--- config.mk ---
export PLATFORM = sky130hd
export DESIGN_NAME = mul_arbiter_flat
export DESIGN_NICKNAME = d
export VERILOG_FILES = /design/src/rtl/mul_arbiter_pkg.sv /design/src/rtl/mul_arbiter_if.sv /design/src/rtl/mul_arbiter_rr_arbiter.sv /design/src/rtl/mul_arbiter.sv /design/src/flat_wrapper.sv
export SDC_FILE = /design/constraint.sdc
export NUM_CORES = 1
export LEC_CHECK = 0
export ABC_AREA = 1
export BUFFER_PORTS_ARGS = -buffer_cell sky130_fd_sc_hd__buf_2
export CELL_PAD_IN_SITES_DETAIL_PLACEMENT = 0
export CELL_PAD_IN_SITES_GLOBAL_PLACEMENT = 1
export CORE_UTILIZATION = 28
export CTS_BUF_LIST = sky130_fd_sc_hd__clkbuf_8
export DETAILED_ROUTE_END_ITERATION = 6
export PLACE_DENSITY = 0.75
export SLEW_MARGIN = 20
export SYNTH_ARGS = -nofsm -noshare
export SYNTH_HDL_FRONTEND = slang
export SYNTH_SLANG_ARGS = --single-unit
export TNS_END_PERCENT = 10
--- constraint.sdc ---
create_clock -name clk -period 2.4 [get_ports clk]
set_input_delay 0 -clock clk [delete_from_list [all_inputs] [get_ports clk]]
set_output_delay 0 -clock clk [all_outputs]
set_load 0.005 [all_outputs]
--- src/rtl/mul_arbiter_pkg.sv ---
// Shared types and constants for the EX-stage multiplier arbiter.
// NTHREADS and WIDTH size every thread-indexed and data bus. MUL_LATENCY is the
// pipeline depth of the shared multiplier. Every user of the multiplier must see
// the same MUL_LATENCY value.
package mul_arbiter_pkg;

    localparam int NTHREADS    = 4;
    localparam int MUL_LATENCY = 3;
    localparam int WIDTH       = 32;
    localparam int TW          = $clog2(NTHREADS);

    typedef logic [TW-1:0]    thread_t;
    typedef logic [WIDTH-1:0] word_t;

    // Tag that travels beside an operation while it is inside the multiplier.
    typedef struct packed {
        logic    valid;
        thread_t thread;
    } mul_tag_t;

    // Returns the next round-robin start point after a grant to g.
    // NTHREADS is a power of two, so the modulo is a natural wrap.
    function automatic thread_t rr_next(input thread_t g);
        return g + thread_t'(1);
    endfunction

endpackage

--- src/rtl/mul_arbiter_if.sv ---
// Bundle of thread-side, multiplier-side and writeback-side signals of the
// multiplier arbiter.
//   slave  : the arbiter. It takes requests, flushes and mul_result. It drives
//            grants, operands, responses and status.
//   master : the environment, meaning the threads, the multiplier and writeback.
interface mul_arbiter_if;
    import mul_arbiter_pkg::*;

    logic [NTHREADS-1:0]       req_valid;
    logic [NTHREADS*WIDTH-1:0] req_a;
    logic [NTHREADS*WIDTH-1:0] req_b;
    logic [NTHREADS-1:0]       req_grant;
    logic [NTHREADS-1:0]       flush;
    logic                      mul_valid;
    word_t                     mul_a;
    word_t                     mul_b;
    word_t                     mul_result;
    logic                      resp_valid;
    thread_t                   resp_thread;
    word_t                     resp_data;
    logic [NTHREADS-1:0]       busy;
    logic [TW:0]               inflight;

    modport slave (
        input  req_valid, req_a, req_b, flush, mul_result,
        output req_grant, mul_valid, mul_a, mul_b,
               resp_valid, resp_thread, resp_data, busy, inflight
    );

    modport master (
        output req_valid, req_a, req_b, flush, mul_result,
        input  req_grant, mul_valid, mul_a, mul_b,
               resp_valid, resp_thread, resp_data, busy, inflight
    );

endinterface

--- src/rtl/mul_arbiter_rr_arbiter.sv ---
// Round-robin one-hot picker. The module is purely combinational.
// It scans i_ptr, i_ptr+1, ... (mod N) and picks the first set bit of i_elig.
// Ports:
//   i_elig  : eligible requesters
//   i_ptr   : index with the highest priority this cycle
//   o_grant : one-hot grant, which is zero when nothing is eligible
//   o_idx   : index of the granted requester
//   o_valid : set when any grant is made
// N must be a power of two.
module rr_arbiter #(
    parameter int N  = 4,
    parameter int IW = $clog2(N)
) (
    input  logic [N-1:0]  i_elig,
    input  logic [IW-1:0] i_ptr,
    output logic [N-1:0]  o_grant,
    output logic [IW-1:0] o_idx,
    output logic          o_valid
);

    logic [IW-1:0] w_cand;

    // Scan from the pointer and pick the first eligible index.
    always_comb begin
        o_grant = {N{1'b0}};
        o_idx   = {IW{1'b0}};
        o_valid = 1'b0;
        w_cand  = {IW{1'b0}};
        for (int k = 0; k < N; k++) begin
            w_cand = i_ptr + IW'(k);
            if (!o_valid && i_elig[w_cand]) begin
                o_valid = 1'b1;
                o_idx   = w_cand;
            end else begin
                o_valid = o_valid;
            end
        end
        o_grant[o_idx] = o_valid;
    end

endmodule

--- src/rtl/mul_arbiter.sv ---
// Shares one pipelined multiplier among NTHREADS threads.
// Requests are arbitrated round-robin. The selected operands are registered
// into the multiplier. A {valid, thread} tag follows each operation through the
// multiplier latency, and the product comes back as a registered, thread-tagged
// writeback response.
// Each thread may have only one multiply outstanding. A per-thread flush kills
// the pending operation of that thread and any of its operations in flight.
// Ports:
//   clk : rising-edge clock
//   rst : asynchronous reset, active low
//   bus : mul_arbiter_if.slave. It carries requests, grants, flushes, the
//         multiplier operands and result, the writeback response, busy and
//         inflight.
module mul_arbiter
    import mul_arbiter_pkg::*;
(
    input  logic          clk,
    input  logic          rst,
    mul_arbiter_if.slave  bus
);

    logic [NTHREADS-1:0] w_elig;
    logic [NTHREADS-1:0] w_grant;
    thread_t             w_grant_idx;
    logic                w_grant_valid;

    thread_t             r_rr_ptr;
    logic [NTHREADS-1:0] r_busy;
    logic                r_mul_valid;
    thread_t             r_op_thread;
    word_t               r_mul_a;
    word_t               r_mul_b;
    mul_tag_t            r_tag [MUL_LATENCY];
    logic                r_resp_valid;
    thread_t             r_resp_thread;
    word_t               r_resp_data;
    logic [TW:0]         r_inflight;

    mul_tag_t            w_tag_nxt [MUL_LATENCY];
    logic                w_capture;
    logic [NTHREADS-1:0] w_resp_clr;
    logic [NTHREADS-1:0] w_busy_nxt;
    logic [TW:0]         w_inflight_nxt;

    // Eligibility is forced low while reset is asserted, so req_grant reads zero
    // during reset like every other output.
    assign w_elig = rst ? (bus.req_valid & ~r_busy & ~bus.flush) : {NTHREADS{1'b0}};

    rr_arbiter #(.N(NTHREADS)) u_rr (
        .i_elig  (w_elig),
        .i_ptr   (r_rr_ptr),
        .o_grant (w_grant),
        .o_idx   (w_grant_idx),
        .o_valid (w_grant_valid)
    );

    // Next-state logic for the tag pipeline, busy and inflight.
    // A flush drops the thread's tags as they advance, so a killed operation
    // never reaches the capture stage and never matches a newer operation.
    always_comb begin
        w_tag_nxt[0].valid  = r_mul_valid & ~bus.flush[r_op_thread];
        w_tag_nxt[0].thread = r_op_thread;
        for (int k = 1; k < MUL_LATENCY; k++) begin
            w_tag_nxt[k].valid  = r_tag[k-1].valid & ~bus.flush[r_tag[k-1].thread];
            w_tag_nxt[k].thread = r_tag[k-1].thread;
        end

        // The last tag lines up with mul_result. A flush in this same cycle still
        // suppresses the response.
        w_capture  = r_tag[MUL_LATENCY-1].valid & ~bus.flush[r_tag[MUL_LATENCY-1].thread];
        w_resp_clr = {NTHREADS{1'b0}};
        if (w_capture) begin
            w_resp_clr[r_tag[MUL_LATENCY-1].thread] = 1'b1;
        end else begin
            w_resp_clr = {NTHREADS{1'b0}};
        end

        // A grant never targets a busy or flushed thread, so the set and clear
        // terms never hit the same bit.
        w_busy_nxt = (r_busy & ~w_resp_clr & ~bus.flush) | w_grant;

        w_inflight_nxt = {{TW{1'b0}}, w_grant_valid};
        for (int k = 0; k < MUL_LATENCY; k++) begin
            w_inflight_nxt = w_inflight_nxt + {{TW{1'b0}}, w_tag_nxt[k].valid};
        end
    end

    // State registers: pointer, operand stage, tag pipeline, response and status.
    always_ff @(posedge clk or negedge rst) begin
        if (!rst) begin
            r_rr_ptr      <= {TW{1'b0}};
            r_busy        <= {NTHREADS{1'b0}};
            r_mul_valid   <= 1'b0;
            r_op_thread   <= {TW{1'b0}};
            r_mul_a       <= {WIDTH{1'b0}};
            r_mul_b       <= {WIDTH{1'b0}};
            for (int k = 0; k < MUL_LATENCY; k++) begin
                r_tag[k] <= '{valid: 1'b0, thread: {TW{1'b0}}};
            end
            r_resp_valid  <= 1'b0;
            r_resp_thread <= {TW{1'b0}};
            r_resp_data   <= {WIDTH{1'b0}};
            r_inflight    <= {(TW+1){1'b0}};
        end else begin
            r_mul_valid <= w_grant_valid;
            if (w_grant_valid) begin
                r_rr_ptr    <= rr_next(w_grant_idx);
                r_op_thread <= w_grant_idx;
                r_mul_a     <= bus.req_a[w_grant_idx*WIDTH +: WIDTH];
                r_mul_b     <= bus.req_b[w_grant_idx*WIDTH +: WIDTH];
            end else begin
                r_rr_ptr    <= r_rr_ptr;
                r_op_thread <= r_op_thread;
                r_mul_a     <= r_mul_a;
                r_mul_b     <= r_mul_b;
            end
            for (int k = 0; k < MUL_LATENCY; k++) begin
                r_tag[k] <= w_tag_nxt[k];
            end
            r_resp_valid <= w_capture;
            if (w_capture) begin
                r_resp_thread <= r_tag[MUL_LATENCY-1].thread;
                r_resp_data   <= bus.mul_result;
            end else begin
                r_resp_thread <= r_resp_thread;
                r_resp_data   <= r_resp_data;
            end
            r_busy     <= w_busy_nxt;
            r_inflight <= w_inflight_nxt;
        end
    end

    assign bus.req_grant   = w_grant;
    assign bus.mul_valid   = r_mul_valid;
    assign bus.mul_a       = r_mul_a;
    assign bus.mul_b       = r_mul_b;
    assign bus.resp_valid  = r_resp_valid;
    assign bus.resp_thread = r_resp_thread;
    assign bus.resp_data   = r_resp_data;
    assign bus.busy        = r_busy;
    assign bus.inflight    = r_inflight;

endmodule

--- src/flat_wrapper.sv ---
// flat-port wrapper written by rule: the top's interface ports become plain ports
module mul_arbiter_flat import mul_arbiter_pkg::*;
  (clk, rst, bus_req_valid, bus_req_a, bus_req_b, bus_flush, bus_mul_result, bus_req_grant, bus_mul_valid, bus_mul_a, bus_mul_b, bus_resp_valid, bus_resp_thread, bus_resp_data, bus_busy, bus_inflight);
  mul_arbiter_if bus_i ();
  input  logic clk;
  input  logic rst;
  input wire logic [$bits(bus_i.req_valid)-1:0] bus_req_valid;
  input wire logic [$bits(bus_i.req_a)-1:0] bus_req_a;
  input wire logic [$bits(bus_i.req_b)-1:0] bus_req_b;
  input wire logic [$bits(bus_i.flush)-1:0] bus_flush;
  input wire logic [$bits(bus_i.mul_result)-1:0] bus_mul_result;
  output wire logic [$bits(bus_i.req_grant)-1:0] bus_req_grant;
  output wire logic [$bits(bus_i.mul_valid)-1:0] bus_mul_valid;
  output wire logic [$bits(bus_i.mul_a)-1:0] bus_mul_a;
  output wire logic [$bits(bus_i.mul_b)-1:0] bus_mul_b;
  output wire logic [$bits(bus_i.resp_valid)-1:0] bus_resp_valid;
  output wire logic [$bits(bus_i.resp_thread)-1:0] bus_resp_thread;
  output wire logic [$bits(bus_i.resp_data)-1:0] bus_resp_data;
  output wire logic [$bits(bus_i.busy)-1:0] bus_busy;
  output wire logic [$bits(bus_i.inflight)-1:0] bus_inflight;
  assign bus_i.req_valid = bus_req_valid;
  assign bus_i.req_a = bus_req_a;
  assign bus_i.req_b = bus_req_b;
  assign bus_i.flush = bus_flush;
  assign bus_i.mul_result = bus_mul_result;
  assign bus_req_grant = bus_i.req_grant;
  assign bus_mul_valid = bus_i.mul_valid;
  assign bus_mul_a = bus_i.mul_a;
  assign bus_mul_b = bus_i.mul_b;
  assign bus_resp_valid = bus_i.resp_valid;
  assign bus_resp_thread = bus_i.resp_thread;
  assign bus_resp_data = bus_i.resp_data;
  assign bus_busy = bus_i.busy;
  assign bus_inflight = bus_i.inflight;
  mul_arbiter u_core (.clk(clk), .rst(rst), .bus(bus_i));
endmodule
==> flow_metrics.env <==
export IMPL_dr_wl_met3_um=1970
export IMPL_cts_root_buffer="clkbuf_8"
export IMPL_overflow=0
export IMPL_drtIter0Drc=475
export IMPL_met1Wirelength_um=13400
export IMPL_dieHeight_um=169
export IMPL_max_slew_margin=0.417
export IMPL_syn2layout_area_growth_pct=78.3
export IMPL_drt_pass1_iterations=5
export IMPL_p_int_mw=8.74
export IMPL_status="completed"
export IMPL_reg2regPathDepth=12
export IMPL_critPathLaunch="u_core.bus.busy[3]"
export IMPL_hold_end="u_core.bus.mul_a[0]"
export IMPL_grt_start_max_net_pins=65
export IMPL_port_buffer_count=408
export IMPL_worstMarginPinSlew_ns=0.874
export IMPL_min_path_cells=7
export IMPL_via_count=10053
export IMPL_clockBufferDepth=2
export IMPL_finalCritPeriodShare=0.974
export IMPL_die_area_mm2=0.0285
export IMPL_rows=60
export IMPL_reg2reg_to="u_core.bus.inflight[1]"
export IMPL_synth_avg_cell_area_um2=6.51
export IMPL_cts_sinks=120
export IMPL_powerDensity_mw_per_mm2=1210
export IMPL_fmax_mhz=428
export IMPL_seqPwrFrac=0.219
export IMPL_clock_skew_ns=0.0218
export IMPL_end_kind="register"
export IMPL_syn_area_mm2=0.00779
export IMPL_switching_share=0.480
export IMPL_viasPerCell=4.44
export IMPL_dr_wl_met2_um=16500
export IMPL_layout_drive_gt1_share=0.290
export IMPL_ir_drop_mv=0.780
export IMPL_maxCapViolations=0
export IMPL_fin_crit_ns=2.34
export IMPL_fin_setup_tns_ns=0
export IMPL_hp_class="in2reg"
export IMPL_rr_startpoint="u_core.bus.busy[3]"
export IMPL_drc=0
export IMPL_synthTopCellsByArea="dfrtp_1 39%, nand2_1 21%, nand3_1 14%"
export IMPL_h_tree_depth=4
export IMPL_finalSetupViolations=0
export IMPL_top_layer="met4"
export IMPL_synth_seq_cells=120
export IMPL_rsz0062_at_grt="true"
export IMPL_routedWlPerCell_um=14.5
export IMPL_utilization=0.512
export IMPL_p_leak_nw=7.87
export IMPL_total_power_mw=16.8
export IMPL_cp_arrival_ns=2.65
export IMPL_num_io_pins=409
export IMPL_combPwrFrac=0.669
export IMPL_wirelength_um=33000
export IMPL_syn_nets=1501
export IMPL_required_ns=2.72
export IMPL_final_hold_violation_count=0
export IMPL_ys_warn_count=0
export IMPL_startpoint_type="register"
export IMPL_post_dp_hpwl_um=21500
export IMPL_drv_slew=0
export IMPL_cts_tree="done"
export IMPL_grt_util_all_layers=0.225
export IMPL_numCtsBuffers=17
export IMPL_final_antenna_net_count=0
export IMPL_hp_start="bus_req_a[32]"
export IMPL_synth_area_leader_cell="dfrtp_1"
export IMPL_clock_power_share=0.112
export IMPL_routabilityCongestion=0.861
export IMPL_path_clk_slew_ns=0.09
export IMPL_crit_fanout=3
export IMPL_grt_pass1_wl_um=50500
export IMPL_antenna_found_initial=1
export IMPL_netlist_area_leader_share=0.386
export IMPL_netlist_instances=1196
export IMPL_synth_cell_type_count=30
export IMPL_dieWidth_um=169
export IMPL_first_global_vias=9958
export IMPL_ys_seq_area_frac=0.386
export IMPL_start_util=0.287
export IMPL_p_switching_mw=8.06
export IMPL_critical_path_class="reg2reg"
export IMPL_fillers=2611
export IMPL_core_mm2=0.0271
export IMPL_clk_insertion_delay_late_ns=0.44
export IMPL_nets=2184
export IMPL_ff2ff_setup_slack_ns=0.06
-- synthesized netlist by cell type --
master	n
nand2_1	426
nand3_1	216
inv_1	214
dfrtp_1	120
or2_1	49
a21oi_1	33
buf_2	25
clkbuf_1	24
nor2_1	20
buf_6	10
or2_2	10
o21ai_0	9
buf_4	7
ha_1	6
nand2_2	5
inv_2	3
a211oi_1	2
a31o_2	2
buf_1	2
o22ai_1	2
o31ai_1	2
a21boi_0	1
a31oi_1	1
and2_1	1
clkinv_1	1
fa_1	1
nand4_1	1
nand4_2	1
o211ai_2	1
or2_0	1
-- power by group through the flow --
stage	clock, mW	sequential, mW	combinational [mW]
floorplan	0	3.72	6.46
global placement	0	3.69	9.95
detailed placement	0	3.69	10.0
CTS	1.95	3.68	10.9
global route	2.04	3.80	12.6
finish	1.87	3.69	11.2
-- sequential cells by signal, indices dropped and copies added, names as in the netlist --
signal,cells
u_core.bus.mul_a,32
u_core.bus.mul_b,32
u_core.bus.resp_data,32
u_core.r_tag,9
u_core.bus.busy,4
u_core.bus.inflight,3
u_core.bus.resp_thread,2
u_core.r_op_thread,2
u_core.r_rr_ptr,2
u_core.bus.mul_valid,1
u_core.bus.resp_valid,1
-- critical path, stage by stage (launching register included) --
cell,delay (ns)
dfrtp_1,0.39
nor2_2,0.08
buf_4,0.13
nand3_2,0.09
nand3_1,0.10
nand2_2,0.14
nand3_4,0.09
buf_4,0.14
nor2_4,0.09
clkinv_1,0.12
ha_4,0.23
fa_1,0.36
ha_1,0.27
-- what timing repair did --
| item | 4_1_cts | 5_1_grt |
|---|---|---|
| endpoints found under the setup margin | 10 | 55 |
| gates resized for setup | 23 | 37 |
| pin swaps | 13 | 15 |
| hold buffers | 276 | 0 |
| cloned | 1 | 0 |
| setup buffers | 13 | 6 |
| endpoints found under the hold margin | 156 | 0 |
-- worst max path at each step --
stage | cells past startpoint | to | slack [ns]
floorplan | 13 | u_core.bus.inflight[1] | 0.005
CTS | 14 | bus_req_grant[3] | -0.04
finish | 12 | u_core.bus.inflight[1] | 0.06
global placement | 11 | u_core.bus.mul_a[10] | 0.06
detailed placement | 11 | u_core.bus.mul_a[12] | -0.0006
global route | 14 | bus_req_grant[3] | -0.09
-- cell families (layout without fill, tap and decap cells) --
| family | after synthesis | count (layout) | synth area share |
|---|---|---|---|
| simple gates | 730 | 730 | 0.409 |
| other cells | 0 | 1 | 0 |
| fa+ha+maj | 7 | 7 | 0.0122 |
| flops | 120 | 120 | 0.386 |
| buf+inv | 286 | 982 | 0.155 |
| compound gates | 53 | 53 | 0.0381 |
-- routing by layer --
metal,up-vias,track usage
met3,80,0.0510
li1,4979,-
met4,0,0.0957
met2,376,0.396
met1,4618,0.262
met5,-,0
-- placed cells by master, fill, tap and decap left out, types with 3 or more instances in the layout --
master / n
a21oi_1: 33
buf_12: 11
buf_2: 406
buf_4: 28
buf_6: 9
clkbuf_8: 18
clkinvlp_4: 4
dfrtp_1: 120
dlygate4sd3_1: 276
ha_4: 5
inv_1: 209
inv_2: 7
inv_6: 4
nand2_1: 418
nand2_2: 9
nand2_4: 3
nand3_1: 207
nand3_2: 7
nor2_1: 8
nor2_2: 8
nor2_4: 4
o21ai_0: 9
or2_1: 49
or2_2: 10
-- layout make-up --
| cell class | instances | area [um^2] | share of cell area |
|---|---|---|---|
| inverters | 218 | 821 | 0.0591 |
| diodes | 1 | 2.50 | 0.000180 |
| clock buffers | 18 | 248 | 0.0178 |
| repair buffers | 732 | 5380 | 0.387 |
| clock inverters | 14 | 148 | 0.0106 |
| flip-flops and latches | 120 | 3000 | 0.216 |
| well taps | 372 | 465 | 0.0335 |
| multi-input cells | 790 | 3820 | 0.275 |
-- through the flow --
stage               hold WS [ns]  worst slack [ns]  cell area, um^2  instances
finish                    0.0222            0.0629            13900       2265
detailed placement        0.0100         -0.000568            10300       1936
CTS                    0.0000422           -0.0377            13700       2258
global placement         0.00934            0.0575            10300       1936
floorplan                 -0.296           0.00484             7790       1196
global route              0.0382           -0.0897            13900       2265
No activity file was read; power rests on OpenSTA's default activity.
